--- src/rtl/sprite_pkg.sv ---
// Shared sprite-RAM constants, texel/address/coordinate types and the
// coordinate-to-linear-address helper used by the sprite read path.
package sprite_pkg;

    localparam int SPR_W   = 26;
    localparam int SPR_H   = 26;
    localparam int ADDR_W  = 10;
    localparam int DATA_W  = 24;
    localparam int COORD_W = 5;

    typedef logic [23:0] texel_t;
    typedef logic [9:0]  spr_addr_t;
    typedef logic [4:0]  coord_t;

    // Row-major address y*w + x, formed one bit wider than the RAM address
    // and then truncated to the RAM address width.
    function automatic spr_addr_t spr_linear_addr(input coord_t x, input coord_t y,
                                                  input int unsigned w = SPR_W);
        logic [ADDR_W:0] wide;
        wide = (ADDR_W+1)'(y) * (ADDR_W+1)'(w) + (ADDR_W+1)'(x);
        return wide[ADDR_W-1:0];
    endfunction

endpackage

--- src/rtl/sprite_read_arbiter_if.sv ---
// Requester-side bus of the sprite read arbiter: texel requests in, grants
// and tagged texel returns out.
//
// Handshake: req[i] is a level. A requester raises it with its (x,y) slot
// valid and holds both unchanged until the cycle in which it sees gnt[i]
// high; that cycle is the transfer. The return comes exactly two cycles
// later as a single-cycle rd_valid pulse tagged with rd_id. There is no
// ready on the return path: the consumer must take it in that cycle.
interface sprite_read_arbiter_if #(
    parameter int N_REQ  = 4,
    parameter int ID_W   = 2,
    parameter int DATA_W = 24
);
    logic [N_REQ-1:0]   req;
    logic [N_REQ*5-1:0] req_x;
    logic [N_REQ*5-1:0] req_y;
    logic [N_REQ-1:0]   gnt;
    logic               rd_valid;
    logic [ID_W-1:0]    rd_id;
    logic [DATA_W-1:0]  rd_data;
    logic               rd_oob;

    modport master (
        output req, req_x, req_y,
        input  gnt, rd_valid, rd_id, rd_data, rd_oob
    );

    modport slave (
        input  req, req_x, req_y,
        output gnt, rd_valid, rd_id, rd_data, rd_oob
    );
endinterface

--- src/rtl/sprite_read_arbiter_rr_arbiter.sv ---
// Round-robin arbiter: one-hot grant to the first requester at or after the
// rotating priority pointer; the pointer moves past the winner on update.
module rr_arbiter #(
    parameter int N  = 4,
    parameter int IW = (N > 1) ? $clog2(N) : 1
) (
    input  logic          Clk,
    input  logic          Reset,
    input  logic [N-1:0]  req,
    input  logic          ptr_en,
    output logic [N-1:0]  gnt,
    output logic [IW-1:0] gnt_idx,
    output logic [IW-1:0] ptr
);

    logic [IW-1:0] ptr_q;
    logic [IW-1:0] scan_idx;
    logic          found;
    int            j;

    assign ptr = ptr_q;

    // Wrapping priority scan from the pointer; no grant while in reset.
    always_comb begin
        gnt      = '0;
        gnt_idx  = '0;
        found    = 1'b0;
        scan_idx = '0;
        j        = 0;
        for (int i = 0; i < N; i++) begin
            j = int'(ptr_q) + i;
            if (j >= N) begin
                j = j - N;
            end
            scan_idx = IW'(j);
            if (!found && !Reset && req[scan_idx]) begin
                found         = 1'b1;
                gnt[scan_idx] = 1'b1;
                gnt_idx       = scan_idx;
            end
        end
    end

    // Pointer moves to one past the winner; holds when nothing is granted.
    always_ff @(posedge Clk) begin
        if (Reset) begin
            ptr_q <= '0;
        end else if (ptr_en && found) begin
            if (gnt_idx == IW'(N - 1)) begin
                ptr_q <= '0;
            end else begin
                ptr_q <= gnt_idx + 1'b1;
            end
        end
    end

endmodule

--- src/rtl/sprite_read_arbiter.sv ---
// Shares one registered-read sprite RAM among N_REQ draw units: arbitrates,
// converts (x,y) to a linear address, and returns tagged texels two cycles
// after the grant. Out-of-range coordinates read address 0 and return 0.
module sprite_read_arbiter #(
    parameter int N_REQ  = 4,
    parameter int SPR_W  = sprite_pkg::SPR_W,
    parameter int SPR_H  = sprite_pkg::SPR_H,
    parameter int ADDR_W = sprite_pkg::ADDR_W,
    parameter int DATA_W = sprite_pkg::DATA_W,
    parameter int ID_W   = (N_REQ > 1) ? $clog2(N_REQ) : 1
) (
    input  logic                    Clk,
    input  logic                    Reset,
    sprite_read_arbiter_if.slave    bus,
    output logic [ADDR_W-1:0]       mem_read_address,
    input  logic [DATA_W-1:0]       mem_data_Out,
    output logic [ID_W-1:0]         dbg_ptr
);
    import sprite_pkg::*;

    logic [N_REQ-1:0] gnt;
    logic [ID_W-1:0]  gnt_idx;
    logic             any_gnt;

    coord_t           sel_x;
    coord_t           sel_y;
    int               sel_base;
    logic             oob;
    logic [ADDR_W-1:0] addr;

    logic             s1_valid;
    logic [ID_W-1:0]  s1_id;
    logic             s1_oob;
    logic             s2_valid;
    logic [ID_W-1:0]  s2_id;
    logic             s2_oob;

    rr_arbiter #(
        .N  (N_REQ),
        .IW (ID_W)
    ) u_arb (
        .Clk     (Clk),
        .Reset   (Reset),
        .req     (bus.req),
        .ptr_en  (any_gnt),
        .gnt     (gnt),
        .gnt_idx (gnt_idx),
        .ptr     (dbg_ptr)
    );

    assign any_gnt = |gnt;
    assign bus.gnt = gnt;

    // Pick the winner's coordinate and map it to a RAM address; out-of-range
    // coordinates are steered to address 0.
    always_comb begin
        sel_base = 5 * int'(gnt_idx);
        sel_x    = bus.req_x[sel_base +: 5];
        sel_y    = bus.req_y[sel_base +: 5];
        oob      = (int'(sel_x) >= SPR_W) || (int'(sel_y) >= SPR_H);
        addr     = oob ? '0 : ADDR_W'(spr_linear_addr(sel_x, sel_y, SPR_W));
    end

    // Stage 1: issue the RAM address and launch the tag; the address holds
    // when nothing is granted.
    always_ff @(posedge Clk) begin
        if (Reset) begin
            mem_read_address <= '0;
            s1_valid         <= 1'b0;
            s1_id            <= '0;
            s1_oob           <= 1'b0;
        end else begin
            s1_valid <= any_gnt;
            if (any_gnt) begin
                mem_read_address <= addr;
                s1_id            <= gnt_idx;
                s1_oob           <= oob;
            end
        end
    end

    // Stage 2: tag travels alongside the RAM's internal output register.
    always_ff @(posedge Clk) begin
        if (Reset) begin
            s2_valid <= 1'b0;
            s2_id    <= '0;
            s2_oob   <= 1'b0;
        end else begin
            s2_valid <= s1_valid;
            s2_id    <= s1_id;
            s2_oob   <= s1_oob;
        end
    end

    // Return path: fields are zero unless valid; out-of-range returns zero data.
    always_comb begin
        bus.rd_valid = s2_valid;
        bus.rd_id    = s2_valid ? s2_id : '0;
        bus.rd_oob   = s2_valid & s2_oob;
        bus.rd_data  = (s2_valid && !s2_oob) ? mem_data_Out : '0;
    end

endmodule

--- src/flat_wrapper.sv ---
// flat-port wrapper written by rule: the top's interface ports become plain ports
module sprite_read_arbiter_flat import sprite_pkg::*;
#(
    parameter int N_REQ  = 4,
    parameter int SPR_W  = sprite_pkg::SPR_W,
    parameter int SPR_H  = sprite_pkg::SPR_H,
    parameter int ADDR_W = sprite_pkg::ADDR_W,
    parameter int DATA_W = sprite_pkg::DATA_W,
    parameter int ID_W   = (N_REQ > 1) ? $clog2(N_REQ) : 1
)
  (Clk, Reset, mem_read_address, mem_data_Out, dbg_ptr, bus_req, bus_req_x, bus_req_y, bus_gnt, bus_rd_valid, bus_rd_id, bus_rd_data, bus_rd_oob);
  sprite_read_arbiter_if #(.N_REQ(N_REQ), .ID_W(ID_W), .DATA_W(DATA_W)) bus_i ();
  input  logic Clk;
  input  logic Reset;
  output logic [ADDR_W-1:0] mem_read_address;
  input  logic [DATA_W-1:0] mem_data_Out;
  output logic [ID_W-1:0] dbg_ptr;
  input wire logic [$bits(bus_i.req)-1:0] bus_req;
  input wire logic [$bits(bus_i.req_x)-1:0] bus_req_x;
  input wire logic [$bits(bus_i.req_y)-1:0] bus_req_y;
  output wire logic [$bits(bus_i.gnt)-1:0] bus_gnt;
  output wire logic [$bits(bus_i.rd_valid)-1:0] bus_rd_valid;
  output wire logic [$bits(bus_i.rd_id)-1:0] bus_rd_id;
  output wire logic [$bits(bus_i.rd_data)-1:0] bus_rd_data;
  output wire logic [$bits(bus_i.rd_oob)-1:0] bus_rd_oob;
  assign bus_i.req = bus_req;
  assign bus_i.req_x = bus_req_x;
  assign bus_i.req_y = bus_req_y;
  assign bus_gnt = bus_i.gnt;
  assign bus_rd_valid = bus_i.rd_valid;
  assign bus_rd_id = bus_i.rd_id;
  assign bus_rd_data = bus_i.rd_data;
  assign bus_rd_oob = bus_i.rd_oob;
  sprite_read_arbiter #(.N_REQ(N_REQ), .SPR_W(SPR_W), .SPR_H(SPR_H), .ADDR_W(ADDR_W), .DATA_W(DATA_W), .ID_W(ID_W)) u_core (.Clk(Clk), .Reset(Reset), .bus(bus_i), .mem_read_address(mem_read_address), .mem_data_Out(mem_data_Out), .dbg_ptr(dbg_ptr));
endmodule
--- config.mk ---
export PLATFORM = sky130hd
export DESIGN_NAME = sprite_read_arbiter_flat
export DESIGN_NICKNAME = d
export VERILOG_FILES = /design/src/rtl/sprite_pkg.sv /design/src/rtl/sprite_read_arbiter_if.sv /design/src/rtl/sprite_read_arbiter_rr_arbiter.sv /design/src/rtl/sprite_read_arbiter.sv /design/src/flat_wrapper.sv
export SDC_FILE = /design/constraint.sdc
export NUM_CORES = 1
export LEC_CHECK = 0
export ABC_CLOCK_PERIOD_IN_PS = 5100
export BUFFER_PORTS_ARGS = -buffer_cell sky130_fd_sc_hd__buf_2
export CORE_MARGIN = 2
export CORE_UTILIZATION = 44
export DETAILED_ROUTE_END_ITERATION = 6
export GPL_ROUTABILITY_DRIVEN = 0
export HOLD_SLACK_MARGIN = 0.06
export PLACE_DENSITY = 0.75
export REMOVE_ABC_BUFFERS = 1
export SLEW_MARGIN = 5
export SYNTH_ARGS = -nofsm -noshare
export SYNTH_HDL_FRONTEND = slang
export SYNTH_SLANG_ARGS = --single-unit
--- constraint.sdc ---
create_clock -name Clk -period 5.1 [get_ports Clk]
set_clock_uncertainty 0.05 [all_clocks]
set_input_delay 0.255 -clock Clk [delete_from_list [all_inputs] [get_ports Clk]]
set_output_delay 0.255 -clock Clk [all_outputs]
set_load 0.01 [all_outputs]
==> impl_table.tex <==
\begin{tabular}{lr}
\hline
Metric & Value \\
\hline
\multicolumn{2}{l}{\textbf{Status}} \\
\quad Result of the run & completed \\
\multicolumn{2}{l}{\textbf{Clock tree}} \\
\quad Insertion delay to the later sink of the worst-skew pair & 0.26 ns \\
\quad Clk root buf & sky130\_fd\_sc\_hd\_\_clkbuf\_8 \\
\quad Number of CTS-inserted buffers & 3 \\
\quad Number of levels the H-tree was split into & 1 \\
\quad Clock transition at the registers of the reported paths & 0.08 ns \\
\quad Number of hold-repair buffers added at the cts stage & 0 \\
\quad Maximum number of buffers from clock root to sink & 2 \\
\quad Sinks on the clock net & 20 \\
\quad TritonCTS clock tree & done \\
\multicolumn{2}{l}{\textbf{Global routing}} \\
\quad Number of antenna violations at the first check in global routing & 0 \\
\quad Largest net degree at the start of global routing & 25 \\
\quad GR Overflow Total & 0 \\
\quad Wire length of the first global-routing pass & 9730 um \\
\quad Vias in the first global route & 2,253 \\
\quad Total routing usage reported by global routing & 18.7\% \\
\multicolumn{2}{l}{\textbf{Final layout}} \\
\quad Share of cells above drive strength 1 & 41.1\% \\
\quad Ant diodes & 0 \\
\quad Multi-input combinational cell area & 0.00200 mm\^{}2 \\
\quad Net count, final & 496 \\
\quad Sequential cell area & 400 um\^{}2 \\
\quad Syn-to-layout area delta & 28.7\% \\
\quad Most frequent standard cell in the layout excluding fill and tap cells & sky130\_fd\_sc\_hd\_\_buf\_2 \\
\quad Filler cell count in the final layout & 496 \\
\quad Highest-count cells in the layout ignoring fill and taps & sky130\_fd\_sc\_hd\_\_buf\_2, sky130\_fd\_sc\_hd\_\_and2\_1, sky130\_fd\_sc\_hd\_\_ha\_1 \\
\quad Final core area utilization & 59.1\% \\
\multicolumn{2}{l}{\textbf{Timing}} \\
\quad Actual slew at the worst max-slew pin & 0.982 ns \\
\quad Minimum clock period & 4.83 ns \\
\quad Setup repair after global routing missed its margin & no \\
\quad Achievable frequency & 207 MHz \\
\quad Post-route fraction of the period consumed by the critical path & 94.8\% \\
\quad Setup TNS & 0 ns \\
\quad Final hold violations & 0 \\
\quad Slew Viols, Final & 0 \\
\quad Number of setup violations in the final report & 0 \\
\quad Slew margin rel. & 34.4\% \\
\multicolumn{2}{l}{\textbf{Worst setup path}} \\
\quad Critical path data arrival time & 4.95 ns \\
\quad Worst setup path category & reg -> reg \\
\quad Crit path cell chain & inv\_1 -> ha\_4 -> buf\_4 -> o21ai\_0 -> a221oi\_1 -> o21bai\_2 -> nand3\_4 -> mux2i\_1 -> mux2\_2 -> ha\_1 -> fa\_1 -> fa\_1 -> a21o\_1 -> a21oi\_1 -> xnor2\_1 -> nand3\_1 -> xor2\_1 -> xnor2\_1 -> o32ai\_2 \\
\quad Cell with the largest stage delay on the worst path & sky130\_fd\_sc\_hd\_\_fa\_1 \\
\quad Top Family by Delay on Critical Path & adder cells \\
\quad CP startpoint kind & register \\
\quad Slowest stage delay, CP & 0.52 ns \\
\quad Worst-case register-to-register setup slack & 0.27 ns \\
\quad Highest net fanout along the worst path & 9 \\
\quad Endpoint type of the worst setup path & register \\
\quad Crit path buf inv count & 2 \\
\quad Required time of the critical path & 5.22 ns \\
\multicolumn{2}{l}{\textbf{Synth}} \\
\quad Count of mapped cells out of synthesis & 289 \\
\quad Primary flip-flop cell chosen by synthesis mapping & sky130\_fd\_sc\_hd\_\_dfxtp\_1 \\
\quad Post-synthesis instance area & 0.00256 mm\^{}2 \\
\quad Count of unique library cells instantiated by Yosys & 50 \\
\quad Mean instance size in the synthesized netlist & 8.85 um\^{}2 \\
\quad Yosys Warn Count & 0 \\
\quad EDFF count, synth & 0 \\
\quad Count of state elements after synthesis & 20 \\
\quad Async set or reset register ratio after synthesis & 0\% \\
\quad Fraction of the yosys area taken by sequential cells & 15.6\% \\
\multicolumn{2}{l}{\textbf{Routing}} \\
\quad Wire length per cell & 13.6 um \\
\quad Starting DRT DRC Count & 179 \\
\quad Remaining routing DRC violations & 0 \\
\quad Final Routed Wirelength & 6360 um \\
\quad Number of optimization iterations in the first detailed-route pass & 4 \\
\quad Detailed-route vias per instance & 5.28 \\
\quad Count of vias placed by the detailed router & 2,476 \\
\quad Detail Route Antenna Nets & 0 \\
\multicolumn{2}{l}{\textbf{Pwr}} \\
\quad Relative contribution of combinational cells to total power & 83.4\% \\
\quad Sw frac & 48.1\% \\
\quad Total power & 2.34 mW \\
\quad Sw power & 1.13 mW \\
\quad P per Cell Area & 712 mW/mm\^{}2 \\
\quad Worst IR drop on VDD & 0.521 mV \\
\quad Internal power contribution & 1.22 mW \\
\quad Clock Power Share & 6.8\% \\
\quad P\_leak & 1.66 nW \\
\quad Sequential power share & 9.8\% \\
\multicolumn{2}{l}{\textbf{Die}} \\
\quad Die W & 80.3 um \\
\quad Die H & 80.3 um \\
\quad Initial Utilization & 45.9\% \\
\quad DIE AREA & 0.00644 mm\^{}2 \\
\quad Core Region & 0.00557 mm\^{}2 \\
\quad \# IOs & 114 \\
\quad Number of core rows & 27 \\
\multicolumn{2}{l}{\textbf{Placed design}} \\
\quad Number of input and output port buffers inserted & 113 \\
\quad Post-DP HPWL & 5100 um \\
\multicolumn{2}{l}{\textbf{Flow run}} \\
\quad Max capacitance violation total & 0 \\
\multicolumn{2}{l}{\textbf{Hold path}} \\
\quad Min-delay worst type & in -> reg \\
\hline
\end{tabular}
sequential cells by signal, summed over array words and instances, names as in the netlist:
signal,count
u_core.bus.rd_valid,1
u_core.u_arb.ptr,2
u_core.s1_oob,1
u_core.s2_id,2
u_core.s1_valid,1
u_core.s1_id,2
u_core.s2_oob,1
u_core.mem_read_address,10
what timing repair did:
item	4_1_cts	5_1_grt
buffers inserted	0	2
setup endpoints to repair	0	2
endpoints found under the hold margin	0	0
gates resized for setup	0	6
cells by family (layout without fill, tap and decap cells):
| logic type | after synthesis | count (layout) | synth area share [%] |
|---|---|---|---|
| AOI/OAI and AO/OA | 71 | 71 | 23.2 |
| xor gates and xnor gates | 12 | 12 | 4.11 |
| and+or+nand+nor | 84 | 84 | 18.4 |
| muxes | 31 | 31 | 16.7 |
| adders and majority gates | 28 | 28 | 14.6 |
| buffers and inverters | 43 | 151 | 7.33 |
| DFF | 20 | 20 | 15.6 |
path summary, 6_finish.rpt:
kind / to / start / cells after the start
setup / recovery: u_core.mem_read_address[9] / u_core.u_arb.ptr[0] / 19
hold / removal: u_core.bus.rd_valid / Reset / 2
setup reg to reg: u_core.mem_read_address[9] / u_core.u_arb.ptr[0] / 19
hold reg to reg: u_core.bus.rd_valid / u_core.s1_valid / 1
cell usage after synthesis (all sizes together), types with 3 or more instances:
cell type,number,area (um^2)
and2,29,181
ha,25,313
inv,23,86.3
dfxtp,20,400
nor2,19,71.3
mux2i,16,160
a21oi,15,75.1
clkbuf,11,41.3
nor2b,10,62.6
o32ai,10,155
buf,9,60.1
xnor2,9,78.8
mux4,8,180
mux2,7,86.3
nand2,7,26.3
o21ai,7,46.3
a21o,5,37.5
a22oi,5,37.5
nand3,5,37.5
o22ai,4,25.0
a211oi,3,22.5
a221oi,3,26.3
a31oi,3,18.8
fa,3,60.1
nand4,3,18.8
nor3b,3,22.5
o22a,3,26.3
xor2,3,26.3
power groups by stage:
stage,logic [mW],clock network [mW],registers (mW)
after CTS,1.91,0.162,0.229
after floorplan,1.43,0,0.265
after detailed placement,1.89,0,0.233
after global placement,1.85,0,0.232
final,1.95,0.160,0.229
after global routing,2.15,0.166,0.236
metrics by stage:
step           setup slack, ns  instances  cell area [um^2]  hold slack [ns]
2_1_floorplan           -0.611        269              2460            0.277
3_3_place_gp             0.216        463              3180            0.379
3_5_place_dp            0.0836        463              3180            0.372
4_1_cts                 0.0721        467              3250            0.313
5_1_grt                 0.0205        469              3290            0.359
6_report                 0.266        469              3290            0.316
routing by layer:
metal | routed length [um] | part of all wire [%] | track usage [%] | vias up
li1 | - | - | - | 1256
met1 | 2780 | 44 | 22.7 | 1114
met2 | 3070 | 48 | 35.1 | 99
met5 | 0 | 0 | 0 | -
met3 | 403 | 6.3 | 1.35 | 7
met4 | 100 | 1.6 | 5.25 | 0
area by class of cell:
| class | instances | area share [%] |
|---|---|---|
| multi-input combinational | 226 | 60.6 |
| inverter | 23 | 2.62 |
| clock buffer | 3 | 1.25 |
| clock inverter | 1 | 0.912 |
| timing repair buffer | 124 | 19.7 |
| tap | 72 | 2.74 |
| sequential | 20 | 12.2 |
(Power assumes the default switching activity.)
